<file path="src/rtl/vga_pkg.sv">
// Shared VGA timing constants and types for the drawing pipeline and its checkers.
package vga_pkg;

  typedef logic [10:0] cnt_t;
  typedef logic [11:0] rgb_t;

  // Visible area
  localparam int HOR_PIXELS = 800;
  localparam int VER_PIXELS = 600;

  // Full frame timing including blanking and sync
  localparam int HOR_TOTAL = 1056;
  localparam int VER_TOTAL = 628;
  localparam int HS_START  = 840;
  localparam int HS_END    = 968;
  localparam int VS_START  = 601;
  localparam int VS_END    = 605;

  // Monitor lock state
  typedef enum logic [1:0] {
    SEARCH,
    TRACK,
    LOCKED
  } mon_state_t;

  // err_code bit positions
  localparam int ERR_W         = 3;
  localparam int ERR_COUNT_BIT = 0;
  localparam int ERR_SYNC_BIT  = 1;
  localparam int ERR_BLANK_BIT = 2;

  // Next value of a counter that runs 0 .. total-1 and then wraps.
  // Anything at or beyond the last value also wraps, so a bad load recovers.
  function automatic cnt_t wrap_inc(input cnt_t value, input int total);
    cnt_t last;
    last = cnt_t'(total - 1);
    if (value >= last) begin
      return '0;
    end
    return value + cnt_t'(1);
  endfunction

endpackage

</file>
<file path="src/rtl/vga_if.sv">
// VGA stream bundle: counters, sync/blank strobes and pixel colour.
interface vga_if;

  logic [10:0] hcount;
  logic [10:0] vcount;
  logic        hsync;
  logic        hblnk;
  logic        vsync;
  logic        vblnk;
  logic [11:0] rgb;

  modport in (
    input hcount,
    input vcount,
    input hsync,
    input hblnk,
    input vsync,
    input vblnk,
    input rgb
  );

  modport out (
    output hcount,
    output vcount,
    output hsync,
    output hblnk,
    output vsync,
    output vblnk,
    output rgb
  );

endinterface

</file>
<file path="src/rtl/vga_timing_model.sv">
// Reference VGA timing: free-running h/v counters with a load port and the
// sync/blank levels a correct producer would drive at the current position.
module vga_timing_model #(
  parameter int HOR_PIXELS = vga_pkg::HOR_PIXELS,
  parameter int VER_PIXELS = vga_pkg::VER_PIXELS,
  parameter int HOR_TOTAL  = vga_pkg::HOR_TOTAL,
  parameter int VER_TOTAL  = vga_pkg::VER_TOTAL,
  parameter int HS_START   = vga_pkg::HS_START,
  parameter int HS_END     = vga_pkg::HS_END,
  parameter int VS_START   = vga_pkg::VS_START,
  parameter int VS_END     = vga_pkg::VS_END
) (
  input  logic        clk,
  input  logic        rst,
  input  logic        load,
  input  logic [10:0] load_h,
  input  logic [10:0] load_v,
  output logic [10:0] exp_h,
  output logic [10:0] exp_v,
  output logic        exp_hsync,
  output logic        exp_hblnk,
  output logic        exp_vsync,
  output logic        exp_vblnk
);

  import vga_pkg::*;

  cnt_t exp_h_reg;
  cnt_t exp_v_reg;
  logic h_last;

  assign h_last = (exp_h_reg >= cnt_t'(HOR_TOTAL - 1));

  // Advance one pixel per clock; a load overrides the count for resynchronisation
  always_ff @(posedge clk) begin
    if (rst) begin
      exp_h_reg <= '0;
      exp_v_reg <= '0;
    end else if (load) begin
      exp_h_reg <= load_h;
      exp_v_reg <= load_v;
    end else begin
      exp_h_reg <= wrap_inc(exp_h_reg, HOR_TOTAL);
      if (h_last) begin
        exp_v_reg <= wrap_inc(exp_v_reg, VER_TOTAL);
      end
    end
  end

  // Expected strobes decoded straight from the model position
  always_comb begin
    exp_hsync = (exp_h_reg >= cnt_t'(HS_START)) && (exp_h_reg < cnt_t'(HS_END));
    exp_hblnk = (exp_h_reg >= cnt_t'(HOR_PIXELS));
    exp_vsync = (exp_v_reg >= cnt_t'(VS_START)) && (exp_v_reg < cnt_t'(VS_END));
    exp_vblnk = (exp_v_reg >= cnt_t'(VER_PIXELS));
  end

  assign exp_h = exp_h_reg;
  assign exp_v = exp_v_reg;

endmodule

</file>
<file path="src/rtl/vga_timing_monitor.sv">
// Receive-side VGA timing checker. Stage 1 samples the stream (and the probe
// coordinate alongside it); stage 2 compares the sample with the reference
// model, runs the lock FSM and registers every output.
module vga_timing_monitor #(
  parameter int HOR_PIXELS = vga_pkg::HOR_PIXELS,
  parameter int VER_PIXELS = vga_pkg::VER_PIXELS,
  parameter int HOR_TOTAL  = vga_pkg::HOR_TOTAL,
  parameter int VER_TOTAL  = vga_pkg::VER_TOTAL,
  parameter int HS_START   = vga_pkg::HS_START,
  parameter int HS_END     = vga_pkg::HS_END,
  parameter int VS_START   = vga_pkg::VS_START,
  parameter int VS_END     = vga_pkg::VS_END
) (
  input  logic        clk,
  input  logic        rst,
  vga_if.in           vga_in,
  input  logic [10:0] probe_h,
  input  logic [10:0] probe_v,
  output logic        locked,
  output logic        err_pulse,
  output logic [2:0]  err_code,
  output logic [15:0] err_count,
  output logic [15:0] frame_count,
  output logic [11:0] probe_rgb,
  output logic        probe_valid
);

  import vga_pkg::*;

  // Stage 1 sample registers
  logic s1_valid_reg;
  cnt_t s1_h_reg;
  cnt_t s1_v_reg;
  logic s1_hsync_reg;
  logic s1_hblnk_reg;
  logic s1_vsync_reg;
  logic s1_vblnk_reg;
  rgb_t s1_rgb_reg;
  cnt_t s1_probe_h_reg;
  cnt_t s1_probe_v_reg;

  // Stage 2 state and output registers
  mon_state_t       state_reg;
  logic             locked_reg;
  logic             err_pulse_reg;
  logic [ERR_W-1:0] err_code_reg;
  logic [15:0]      err_count_reg;
  logic [15:0]      frame_count_reg;
  rgb_t             probe_rgb_reg;
  logic             probe_valid_reg;

  // Model interface
  cnt_t exp_h;
  cnt_t exp_v;
  logic exp_hsync;
  logic exp_hblnk;
  logic exp_vsync;
  logic exp_vblnk;
  logic model_load;

  // Stage 2 decisions
  logic [ERR_W-1:0] err_vec;
  logic             checking;
  logic             frame_start;
  logic             report_err;
  logic             probe_hit;

  // Capture the stream and probe coordinate together so they stay aligned.
  // The valid flag keeps the all-zero reset sample from looking like a frame start.
  always_ff @(posedge clk) begin
    if (rst) begin
      s1_valid_reg   <= 1'b0;
      s1_h_reg       <= '0;
      s1_v_reg       <= '0;
      s1_hsync_reg   <= 1'b0;
      s1_hblnk_reg   <= 1'b0;
      s1_vsync_reg   <= 1'b0;
      s1_vblnk_reg   <= 1'b0;
      s1_rgb_reg     <= '0;
      s1_probe_h_reg <= '0;
      s1_probe_v_reg <= '0;
    end else begin
      s1_valid_reg   <= 1'b1;
      s1_h_reg       <= vga_in.hcount;
      s1_v_reg       <= vga_in.vcount;
      s1_hsync_reg   <= vga_in.hsync;
      s1_hblnk_reg   <= vga_in.hblnk;
      s1_vsync_reg   <= vga_in.vsync;
      s1_vblnk_reg   <= vga_in.vblnk;
      s1_rgb_reg     <= vga_in.rgb;
      s1_probe_h_reg <= probe_h;
      s1_probe_v_reg <= probe_v;
    end
  end

  // A frame start seen while searching seeds the model with the position of
  // the following sample, so model and sample line up from then on.
  assign model_load = s1_valid_reg && (state_reg == SEARCH) && frame_start;

  vga_timing_model #(
    .HOR_PIXELS (HOR_PIXELS),
    .VER_PIXELS (VER_PIXELS),
    .HOR_TOTAL  (HOR_TOTAL),
    .VER_TOTAL  (VER_TOTAL),
    .HS_START   (HS_START),
    .HS_END     (HS_END),
    .VS_START   (VS_START),
    .VS_END     (VS_END)
  ) u_model (
    .clk       (clk),
    .rst       (rst),
    .load      (model_load),
    .load_h    (11'd1),
    .load_v    (11'd0),
    .exp_h     (exp_h),
    .exp_v     (exp_v),
    .exp_hsync (exp_hsync),
    .exp_hblnk (exp_hblnk),
    .exp_vsync (exp_vsync),
    .exp_vblnk (exp_vblnk)
  );

  // Classify the current sample against the model
  always_comb begin
    err_vec                = '0;
    err_vec[ERR_COUNT_BIT] = (s1_h_reg != exp_h) || (s1_v_reg != exp_v);
    err_vec[ERR_SYNC_BIT]  = (s1_hsync_reg != exp_hsync) || (s1_vsync_reg != exp_vsync);
    err_vec[ERR_BLANK_BIT] = (s1_hblnk_reg != exp_hblnk) || (s1_vblnk_reg != exp_vblnk);
    frame_start            = (s1_h_reg == '0) && (s1_v_reg == '0);
    checking               = s1_valid_reg && ((state_reg == TRACK) || (state_reg == LOCKED));
    report_err             = checking && (|err_vec);
    // Out-of-range probes cannot hit: a sample that far out is already a count error
    probe_hit              = (s1_h_reg == s1_probe_h_reg) && (s1_v_reg == s1_probe_v_reg);
  end

  // Lock FSM with all outputs registered; an error always takes priority
  // over a frame start or a probe hit in the same sample.
  always_ff @(posedge clk) begin
    if (rst) begin
      state_reg       <= SEARCH;
      locked_reg      <= 1'b0;
      err_pulse_reg   <= 1'b0;
      err_code_reg    <= '0;
      err_count_reg   <= '0;
      frame_count_reg <= '0;
      probe_rgb_reg   <= '0;
      probe_valid_reg <= 1'b0;
    end else begin
      err_pulse_reg   <= 1'b0;
      probe_valid_reg <= 1'b0;

      if (report_err) begin
        err_pulse_reg <= 1'b1;
        err_code_reg  <= err_vec;
        if (err_count_reg != 16'hFFFF) begin
          err_count_reg <= err_count_reg + 16'd1;
        end
      end

      if (s1_valid_reg) begin
        case (state_reg)
          SEARCH: begin
            if (frame_start) begin
              state_reg <= TRACK;
            end
          end
          TRACK: begin
            if (report_err) begin
              state_reg <= SEARCH;
            end else if (frame_start) begin
              state_reg  <= LOCKED;
              locked_reg <= 1'b1;
            end
          end
          LOCKED: begin
            if (report_err) begin
              state_reg  <= SEARCH;
              locked_reg <= 1'b0;
            end else begin
              if (frame_start) begin
                frame_count_reg <= frame_count_reg + 16'd1;
              end
              if (probe_hit) begin
                probe_rgb_reg   <= s1_rgb_reg;
                probe_valid_reg <= 1'b1;
              end
            end
          end
          default: begin
            state_reg  <= SEARCH;
            locked_reg <= 1'b0;
          end
        endcase
      end
    end
  end

  assign locked      = locked_reg;
  assign err_pulse   = err_pulse_reg;
  assign err_code    = err_code_reg;
  assign err_count   = err_count_reg;
  assign frame_count = frame_count_reg;
  assign probe_rgb   = probe_rgb_reg;
  assign probe_valid = probe_valid_reg;

endmodule

</file>
<file path="src/flat_wrapper.sv">
// flat-port wrapper written by rule: the top's interface ports become plain ports
module vga_timing_monitor_flat import vga_pkg::*;
#(
  parameter int HOR_PIXELS = vga_pkg::HOR_PIXELS,
  parameter int VER_PIXELS = vga_pkg::VER_PIXELS,
  parameter int HOR_TOTAL  = vga_pkg::HOR_TOTAL,
  parameter int VER_TOTAL  = vga_pkg::VER_TOTAL,
  parameter int HS_START   = vga_pkg::HS_START,
  parameter int HS_END     = vga_pkg::HS_END,
  parameter int VS_START   = vga_pkg::VS_START,
  parameter int VS_END     = vga_pkg::VS_END
)
  (clk, rst, probe_h, probe_v, locked, err_pulse, err_code, err_count, frame_count, probe_rgb, probe_valid, vga_in_hcount, vga_in_vcount, vga_in_hsync, vga_in_hblnk, vga_in_vsync, vga_in_vblnk, vga_in_rgb);
  vga_if vga_in_i ();
  input  logic clk;
  input  logic rst;
  input  logic [10:0] probe_h;
  input  logic [10:0] probe_v;
  output logic locked;
  output logic err_pulse;
  output logic [2:0] err_code;
  output logic [15:0] err_count;
  output logic [15:0] frame_count;
  output logic [11:0] probe_rgb;
  output logic probe_valid;
  input wire logic [$bits(vga_in_i.hcount)-1:0] vga_in_hcount;
  input wire logic [$bits(vga_in_i.vcount)-1:0] vga_in_vcount;
  input wire logic [$bits(vga_in_i.hsync)-1:0] vga_in_hsync;
  input wire logic [$bits(vga_in_i.hblnk)-1:0] vga_in_hblnk;
  input wire logic [$bits(vga_in_i.vsync)-1:0] vga_in_vsync;
  input wire logic [$bits(vga_in_i.vblnk)-1:0] vga_in_vblnk;
  input wire logic [$bits(vga_in_i.rgb)-1:0] vga_in_rgb;
  assign vga_in_i.hcount = vga_in_hcount;
  assign vga_in_i.vcount = vga_in_vcount;
  assign vga_in_i.hsync = vga_in_hsync;
  assign vga_in_i.hblnk = vga_in_hblnk;
  assign vga_in_i.vsync = vga_in_vsync;
  assign vga_in_i.vblnk = vga_in_vblnk;
  assign vga_in_i.rgb = vga_in_rgb;
  vga_timing_monitor #(.HOR_PIXELS(HOR_PIXELS), .VER_PIXELS(VER_PIXELS), .HOR_TOTAL(HOR_TOTAL), .VER_TOTAL(VER_TOTAL), .HS_START(HS_START), .HS_END(HS_END), .VS_START(VS_START), .VS_END(VS_END)) u_core (.clk(clk), .rst(rst), .vga_in(vga_in_i), .probe_h(probe_h), .probe_v(probe_v), .locked(locked), .err_pulse(err_pulse), .err_code(err_code), .err_count(err_count), .frame_count(frame_count), .probe_rgb(probe_rgb), .probe_valid(probe_valid));
endmodule
</file>
<file path="config.mk">
export PLATFORM = sky130hd
export DESIGN_NAME = vga_timing_monitor_flat
export DESIGN_NICKNAME = d
export VERILOG_FILES = /design/src/rtl/vga_pkg.sv /design/src/rtl/vga_if.sv /design/src/rtl/vga_timing_model.sv /design/src/rtl/vga_timing_monitor.sv /design/src/flat_wrapper.sv
export SDC_FILE = /design/constraint.sdc
export NUM_CORES = 1
export LEC_CHECK = 0
export CAP_MARGIN = 20
export CELL_PAD_IN_SITES_DETAIL_PLACEMENT = 1
export CELL_PAD_IN_SITES_GLOBAL_PLACEMENT = 1
export CORE_MARGIN = 4
export CORE_UTILIZATION = 43
export CTS_CLUSTER_SIZE = 10
export DETAILED_ROUTE_END_ITERATION = 10
export PLACE_DENSITY_LB_ADDON = 0.1
export SKIP_CTS_REPAIR_TIMING = 1
export SLEW_MARGIN = 20
export SYNTH_ARGS = -nofsm -noshare
export SYNTH_HDL_FRONTEND = slang
export SYNTH_SLANG_ARGS = --single-unit
</file>
<file path="constraint.sdc">
create_clock -name clk -period 4.6 [get_ports clk]
set_clock_uncertainty 0.1 [all_clocks]
set_input_delay 1.38 -clock clk [delete_from_list [all_inputs] [get_ports clk]]
set_output_delay 1.38 -clock clk [all_outputs]
set_load 0.02 [all_outputs]
</file>
==> summary.txt, run 1 <==
Hold path
  – Min-Delay Path Depth: 2
  – Hold EP: u_core.probe_rgb[7]$_SDFFE_PP0P_
  – Hold WC Path Type: register to register
  – Hold path startpoint: u_core.s1_rgb_reg[7]$_SDFF_PP0_

Logic synthesis
  – Avg Cell Area, Syn: between 9 and 10 um2
  – YS warnings: 0
  – Sequential-to-total area share from yosys stat: a little under half
  – Post-Synth Adder-Cell Area: under 10%
  – Async set-reset flop share out of synthesis: 0%
  – Netlist Area Pre-Place: 0.00600 mm2
  – Gate Count Post-Synth: 653
  – Post-synthesis compound-gate area fraction: approximately 7%
  – Syn nets: 725
  – Post-synthesis mux area share: roughly 5.2%
  – EDFF count, synth: 0
  – Synth Register Bits: between 100 and 150
  – Simple-gate share of the synthesized area: approximately 28%
  – Top_reg_cell synth: dfxtp_1
  – Distinct cells, synth: 52
  – XOR/XNOR share of the synthesized area: slightly above 9%
  – Main combinational cell family by area after synthesis: simple AND/OR/NAND/NOR gates

Finish
  – Final non-filler cell total: 941
  – Post-layout nets: between 800 and 900
  – Fin util: 57.8%
  – Antenna Cells: 0
  – Most frequent cells in the layout: dfxtp_1, clkdlybuf4s50_1, nor2b_1
  – Most common cell after layout, fill and taps aside: dfxtp_1
  – Filler cells: around 1,500
  – Post-route cell area: 0.00778 mm2
  – Synthesis-to-layout area growth: 29.8%
  – Share of cells above drive strength 1: around 7.3%

Die
  – CORE AREA: ~0.013 mm2
  – Placement row count: 42
  – Die height: roughly 130 um
  – Initial Utilization: around 45%
  – Die W: 126 um
  – Die area: approximately 0.016 mm2
  – Ports: around 110

Worst setup path
  – Reg2Reg Depth: 7
  – Kind of start point of the critical path: register
  – Reg2Reg Launch Point: u_core.u_model.exp_v[8]$_SDFFE_PP0P_
  – WP data arrival: 3.33 ns
  – Maximum fanout along the worst path: 26
  – Critical path class: register to register
  – CP required: 4.80 ns
  – Worst setup EP type: register
  – Reg-to-Reg End: u_core.err_count[7]$_SDFFE_PP0P_
  – Reg-to-reg slack, setup: about 1.5 ns

Global route
  – Initial antenna violation count: 0
  – Largest net degree at the start of global routing: 94
  – Vias in the first global route: approximately 5,300
  – GRT overflow: 0
  – First-pass GRT wire length: ~28,000 um
  – All-Layer GR Usage: around 22%

Power
  – Seq pwr share: between 40% and 50%
  – Leakage: 2.89 nW
  – Clk pwr share: roughly half
  – Logic pwr share: around 6.0%
  – Switch share: 21.6%
  – Maximum VDD drop: roughly 0.27 mV
  – P_int: 2.15 mW
  – NetSw: a little under 0.6 mW
  – Pwr dens: approximately 350 mW/mm2

Clock network
  – CTS sink cnt: between 100 and 150
  – Clock Path Buffers: 2
  – Clock Latency Late Sink: a little over 0.4 ns
  – TritonCTS clock tree: built
  – H-tree levels: 4
  – Clock slew at reported path FFs: about 0.05 ns
  – Num CTS Buffers: 17
  – Clk root buf: clkbuf_16

STA
  – Final setup violation count: 0
  – Final period utilization: 68.1%
  – Post-layout min period: 3.13 ns
  – Max Slew Vio Count: 0
  – Slew margin rel.: 36.1%
  – F_max: between 300 and 400 MHz
  – RSZ-0062 raised after global routing: false
  – Final TNS setup: 0 ns
  – Worst Max-Slew Pin Slew: between 0.9 and 1 ns
  – Hold Vio Cnt, Final: 0

Placed design
  – Routability cong.: around 0.85
  – Placed Cells incl. Taps: 911
  – Placed cell area: between 0.007 and 0.008 mm2
  – Hpwl dp: 12,100 um
  – Port bufs: about 110

Detailed routing
  – Routed WL: approximately 17,000 um
  – DR DRC count: 0
  – Number of detailed-route iterations in the first pass: 4
  – Detailed-route via count: around 5,100
  – DR WL/cell: 18.1 um
  – Drt via density: 5.42
  – Starting DRT DRC Count: roughly 220
  – Post-DRT Antenna Nets: 0

Run status
  – Outcome: completed

Flow run
  – Maxcap violations: 0
cells in the mapped netlist (2+ instances only):
master      n  share of area (%)
inv_1      12               0.75
a21boi_1    2               0.25
buf_4       2               0.25
nor2_1     56                3.5
dfxtp_1   135                 45
nor4_1     23                2.4
or4_1      13                1.6
mux2i_1    14                2.3
mux2_2     15                2.8
nor2b_1    73                7.6
nor3b_1     4               0.50
nand3_1    19                1.6
clkbuf_1   24                1.5
a31oi_1     3               0.31
or2_2       5               0.52
and4bb_1    2               0.42
nand4_1    17                1.8
buf_2       5               0.42
buf_6       2               0.38
ha_1       10                2.1
o31ai_1    14                1.8
o21ai_0     9               0.75
nand4b_1    2               0.29
xor2_1     44                6.4
xnor2_1    19                2.8
nor4b_1     2               0.29
o311ai_0    2               0.29
a21oi_1    24                2.0
and3_1      8               0.83
nand2_1    52                3.3
or3_1       6               0.63
and2_1      4               0.42
and4_1      3               0.44
nor3_1      9               0.75
o41ai_1     2               0.29
power by group through the flow:
stage                     clock network [mW]  registers (mW)  logic, mW
after floorplan                            0            1.24     0.0894
final                                   1.35            1.23      0.163
after global routing                    1.42            1.23      0.180
after CTS                               1.37            1.23      0.165
after global placement                     0            1.25      0.156
after detailed placement                   0            1.26      0.162
how the worst max path moves through the flow:
stage | startpoint | end | slack (ns)
6_report | u_core.u_model.exp_v[8]$_SDFFE_PP0P_ | u_core.err_count[7]$_SDFFE_PP0P_ | 1.47
5_1_grt | u_core.u_model.exp_v[8]$_SDFFE_PP0P_ | u_core.err_count[7]$_SDFFE_PP0P_ | 1.21
2_1_floorplan | u_core.u_model.exp_v[1]$_SDFFE_PP0P_ | u_core.err_count[11]$_SDFFE_PP0P_ | 1.90
4_1_cts | u_core.u_model.exp_v[8]$_SDFFE_PP0P_ | u_core.err_count[11]$_SDFFE_PP0P_ | 1.46
3_5_place_dp | rst | u_core.u_model.exp_v[6]$_SDFFE_PP0P_ | 1.30
3_3_place_gp | rst | u_core.u_model.exp_v[10]$_SDFFE_PP0P_ | 1.49
worst max-delay path, stage by stage, from the launching register on:
cell and delay [ns]:
dfxtp_1 0.50, and4bb_1 0.29, a221oi_2 0.36, xnor2_1 0.21
nor4_4 0.37, a21o_1 0.70, nor4_1 0.17, mux2_2 0.31
metrics by stage:
step	setup WS (ns)	power (mW)	hold WS (ns)
6_report	1.47	2.74	0.345
5_1_grt	1.21	2.84	0.360
4_1_cts	1.46	2.76	0.348
3_5_place_dp	1.30	1.42	0.339
3_3_place_gp	1.49	1.41	0.325
2_1_floorplan	1.90	1.33	0.324
routing by layer:
metal | vias to the layer above | GRT usage, % | part of all wire, %
met5 | - | 0 | 0
met4 | 0 | 8.90 | 2.4
met3 | 32 | 5.00 | 5.2
met2 | 179 | 36.7 | 48
met1 | 2424 | 26.4 | 44
li1 | 2462 | - | -
cells by family (layout without fill, tap and decap cells):
kind of cell | Yosys count | count (layout)
flip-flops | 135 | 135
AO/OA/AOI/OAI | 65 | 65
AND/OR/NAND/NOR | 305 | 305
XOR/XNOR | 63 | 63
multiplexers | 29 | 29
buffers and inverters | 46 | 158
adder cells (fa/ha/maj) | 10 | 10
area by class of cell:
class                           instances  area [um2]  area share [%]
Clock buffer                           21         450            5.79
Multi-Input combinational cell        472        3090            39.7
Timing Repair Buffer                  115        1140            14.6
Clock inverter                          9         128            1.64
Tap cell                              176         220            2.83
Sequential cell                       135        2700            34.7
Inverter                               13        48.8           0.627
Note: power is estimated with default switching activity, not from simulation.
==> run 2: changes to the inputs <==
Settings changed: CORE_UTILIZATION 43 to 36.
Clock period 4.6 ns to 2.8 ns, I/O delays scaled along.
==> summary.txt, run 2 (synthesis results as in run 1) <==
Power
  – Leakage: 3.01 nW (was 2.89 nW)
  – Maximum VDD drop: 0.277 mV (was 0.266 mV)
  – Pwr dens: 550 mW/mm2 (was 352 mW/mm2)

Hold path
  – Hold WC Path Type: register to register (unchanged)

Placed design
  – Worst slack at placement: -0.0326 ns (was 1.30 ns)
  – Port bufs: 111 (unchanged)
  – Placed Cells incl. Taps: 968 (was 911)
  – Routability cong.: 0.844 (was 0.849)
  – Hpwl dp: 12,600 um (was 12,100 um)

STA
  – Slew margin rel.: 57.3% (was 36.1%)
  – F_max: 370 MHz (was 319 MHz)
  – WHS: 0.339 ns (was 0.345 ns)
  – Hold Vio Cnt, Final: 0 (unchanged)
  – Worst Max-Slew Pin Slew: 0.639 ns (was 0.959 ns)
  – Final setup violation count: 0 (unchanged)
  – Fin worst setup slack: 0.0956 ns (was 1.47 ns)
  – Post-layout min period: 2.70 ns (was 3.13 ns)
  – Max Slew Vio Count: 0 (unchanged)
  – Final period utilization: 96.6% (was 68.1%)

Finish
  – Filler cells: 1,805 (was 1,529)
  – Synthesis-to-layout area growth: 36.0% (was 29.8%)
  – Fin util: 50.6% (was 57.8%)
  – Post-layout nets: 845 (was 826)
  – Most common cell after layout, fill and taps aside: dfxtp_1 (unchanged)
  – Antenna Cells: 0 (unchanged)
  – Most frequent cells in the layout: dfxtp_1, clkdlybuf4s50_1, nor2b_1 (unchanged)
  – Register Area: 0.00271 mm2 (was 0.00270 mm2)
  – Final non-filler cell total: 1,001 (was 941)
  – Share of cells above drive strength 1: 13.4% (was 7.32%)
  – Area of the multi-input gates: 0.00321 mm2 (was 0.00309 mm2)

Worst setup path
  – Slowest cell on crit path: or4_1 (was a21o_1)
  – Reg2Reg Depth: 10 (was 7)
  – Crit path to: u_core.err_count[5]$_SDFFE_PP0P_ (was u_core.err_count[7]$_SDFFE_PP0P_)
  – Crit path from: u_core.u_model.exp_v[1]$_SDFFE_PP0P_ (was u_core.u_model.exp_v[8]$_SDFFE_PP0P_)
  – CP Buf/Inv Count: 2 (was 0)
  – Reg-to-Reg End: u_core.err_count[5]$_SDFFE_PP0P_ (was u_core.err_count[7]$_SDFFE_PP0P_)
  – Critical path class: register to register (unchanged)
  – Kind of start point of the critical path: register (unchanged)
  – CP required: 3.00 ns (was 4.80 ns)
  – Maximum fanout along the worst path: 26 (unchanged)
  – Crit path max-delay family: simple AND/OR/NAND/NOR gates (was compound AO/OA/AOI/OAI gates)
  – Critical Path Max Stage Delay: 0.41 ns (was 0.70 ns)
  – WP data arrival: 2.91 ns (was 3.33 ns)
  – CP Cell Sequence: inv_1 -> ha_1 -> or4_1 -> nand4_1 -> xor2_1 -> and2_2 -> a21o_1 -> buf_12 -> nor4_2 -> mux2_2 (was and4bb_1 -> a221oi_2 -> xnor2_1 -> nor4_4 -> a21o_1 -> nor4_1 -> mux2_2)
  – Reg-to-reg slack, setup: 0.1 ns (was 1.47 ns)
  – Critical Path Stages: 10 (was 7)
  – Reg2Reg Launch Point: u_core.u_model.exp_v[1]$_SDFFE_PP0P_ (was u_core.u_model.exp_v[8]$_SDFFE_PP0P_)
  – Worst setup EP type: register (unchanged)

Die
  – Initial Utilization: 37.2% (was 44.6%)
  – Placement row count: 46 (was 42)
  – Die W: 137 um (was 126 um)
  – Die area: 0.0188 mm2 (was 0.0159 mm2)
  – CORE AREA: 0.0161 mm2 (was 0.0135 mm2)
  – Ports: 112 (unchanged)
  – Die height: 137 um (was 126 um)

Global route
  – Vias in the first global route: 5,305 (was 5,299)
  – Initial antenna violation count: 0 (unchanged)
  – GRT overflow: 0 (unchanged)
  – All-Layer GR Usage: 18.1% (was 21.6%)
  – Largest net degree at the start of global routing: 109 (was 94)
  – First-pass GRT wire length: 26,700 um (was 27,600 um)

Detailed routing
  – Number of detailed-route iterations in the first pass: 4 (unchanged)
  – DR DRC count: 0 (unchanged)
  – Detailed-route via count: 5,049 (was 5,097)
  – Starting DRT DRC Count: 193 (was 221)
  – DR WL/cell: 16.8 um (was 18.1 um)
  – Post-DRT Antenna Nets: 0 (unchanged)
  – Routed WL: 16,800 um (was 17,000 um)
  – Drt via density: 5.04 (was 5.42)

Flow run
  – Maxcap violations: 0 (unchanged)

Clock network
  – Clock Latency Late Sink: 0.41 ns (about the same)
  – Clock Path Buffers: 2 (unchanged)
  – Clk root buf: clkbuf_16 (unchanged)
  – Num CTS Buffers: 17 (unchanged)
  – CTS sink cnt: 135 (unchanged)
  – TritonCTS clock tree: built (unchanged)
  – Clock slew at reported path FFs: 0.06 ns (was 0.05 ns)
  – H-tree levels: 4 (unchanged)

Run status
  – Outcome: completed (unchanged)
-- run 2: layout make-up --
type | instances | area share [%]
inverter | 13 | 0.598
multi-input combinational | 472 | 39.4
tap | 216 | 3.31
clock buffer | 20 | 5.60
sequential | 135 | 33.3
timing repair buffer | 134 | 16.3
clock inverter | 11 | 1.53
-- run 2: worst min-delay path by stage --
stage	cells after the start	end	start
after CTS	2	u_core.probe_rgb[4]$_SDFFE_PP0P_	u_core.s1_rgb_reg[4]$_SDFF_PP0_
after global routing	2	u_core.probe_rgb[9]$_SDFFE_PP0P_	u_core.s1_rgb_reg[9]$_SDFF_PP0_
after detailed placement	2	u_core.probe_rgb[4]$_SDFFE_PP0P_	u_core.s1_rgb_reg[4]$_SDFF_PP0_
after global placement	2	u_core.probe_rgb[9]$_SDFFE_PP0P_	u_core.s1_rgb_reg[9]$_SDFF_PP0_
after floorplan	2	u_core.probe_rgb[0]$_SDFFE_PP0P_	u_core.s1_rgb_reg[0]$_SDFF_PP0_
final	2	u_core.probe_rgb[2]$_SDFFE_PP0P_	u_core.s1_rgb_reg[2]$_SDFF_PP0_
-- run 2: worst register-to-register path, delay by kind of cell, from the launching register on --
family	cells	cell delay (ns)
and+or+nand+nor	4	1.10
muxes	1	0.36
DFF	1	0.35
buffers and inverters	2	0.24
AOI/OAI and AO/OA	1	0.19
adders and majority gates	1	0.18
xor gates and xnor gates	1	0.09
-- run 2: routing by layer --
metal / track usage [%] / part of all wire [%]
met1: 22.0 / 43
met2: 30.9 / 50
met3: 4.63 / 4.1
met5: 0 / 0
met4: 6.71 / 2.3
-- run 2: power breakdown --
group | internal, mW | switching (mW) | total [mW] | leakage (nW)
registers | 1.97 | 0.0445 | 2.02 | 1.11
clock network | 1.35 | 0.834 | 2.19 | 0.271
logic | 0.159 | 0.120 | 0.279 | 1.63
total | 3.48 | 0.999 | 4.48 | 3.01
-- run 2: stage by stage --
stage / area, um2 / setup TNS [ns] / total power, mW
detailed placement: 7430 / -0.0326 / 2.34
global placement: 7430 / 0 / 2.33
global route: 8160 / -0.134 / 4.67
floorplan: 6000 / 0 / 2.19
finish: 8160 / 0 / 4.48
CTS: 8010 / -0.0555 / 4.54
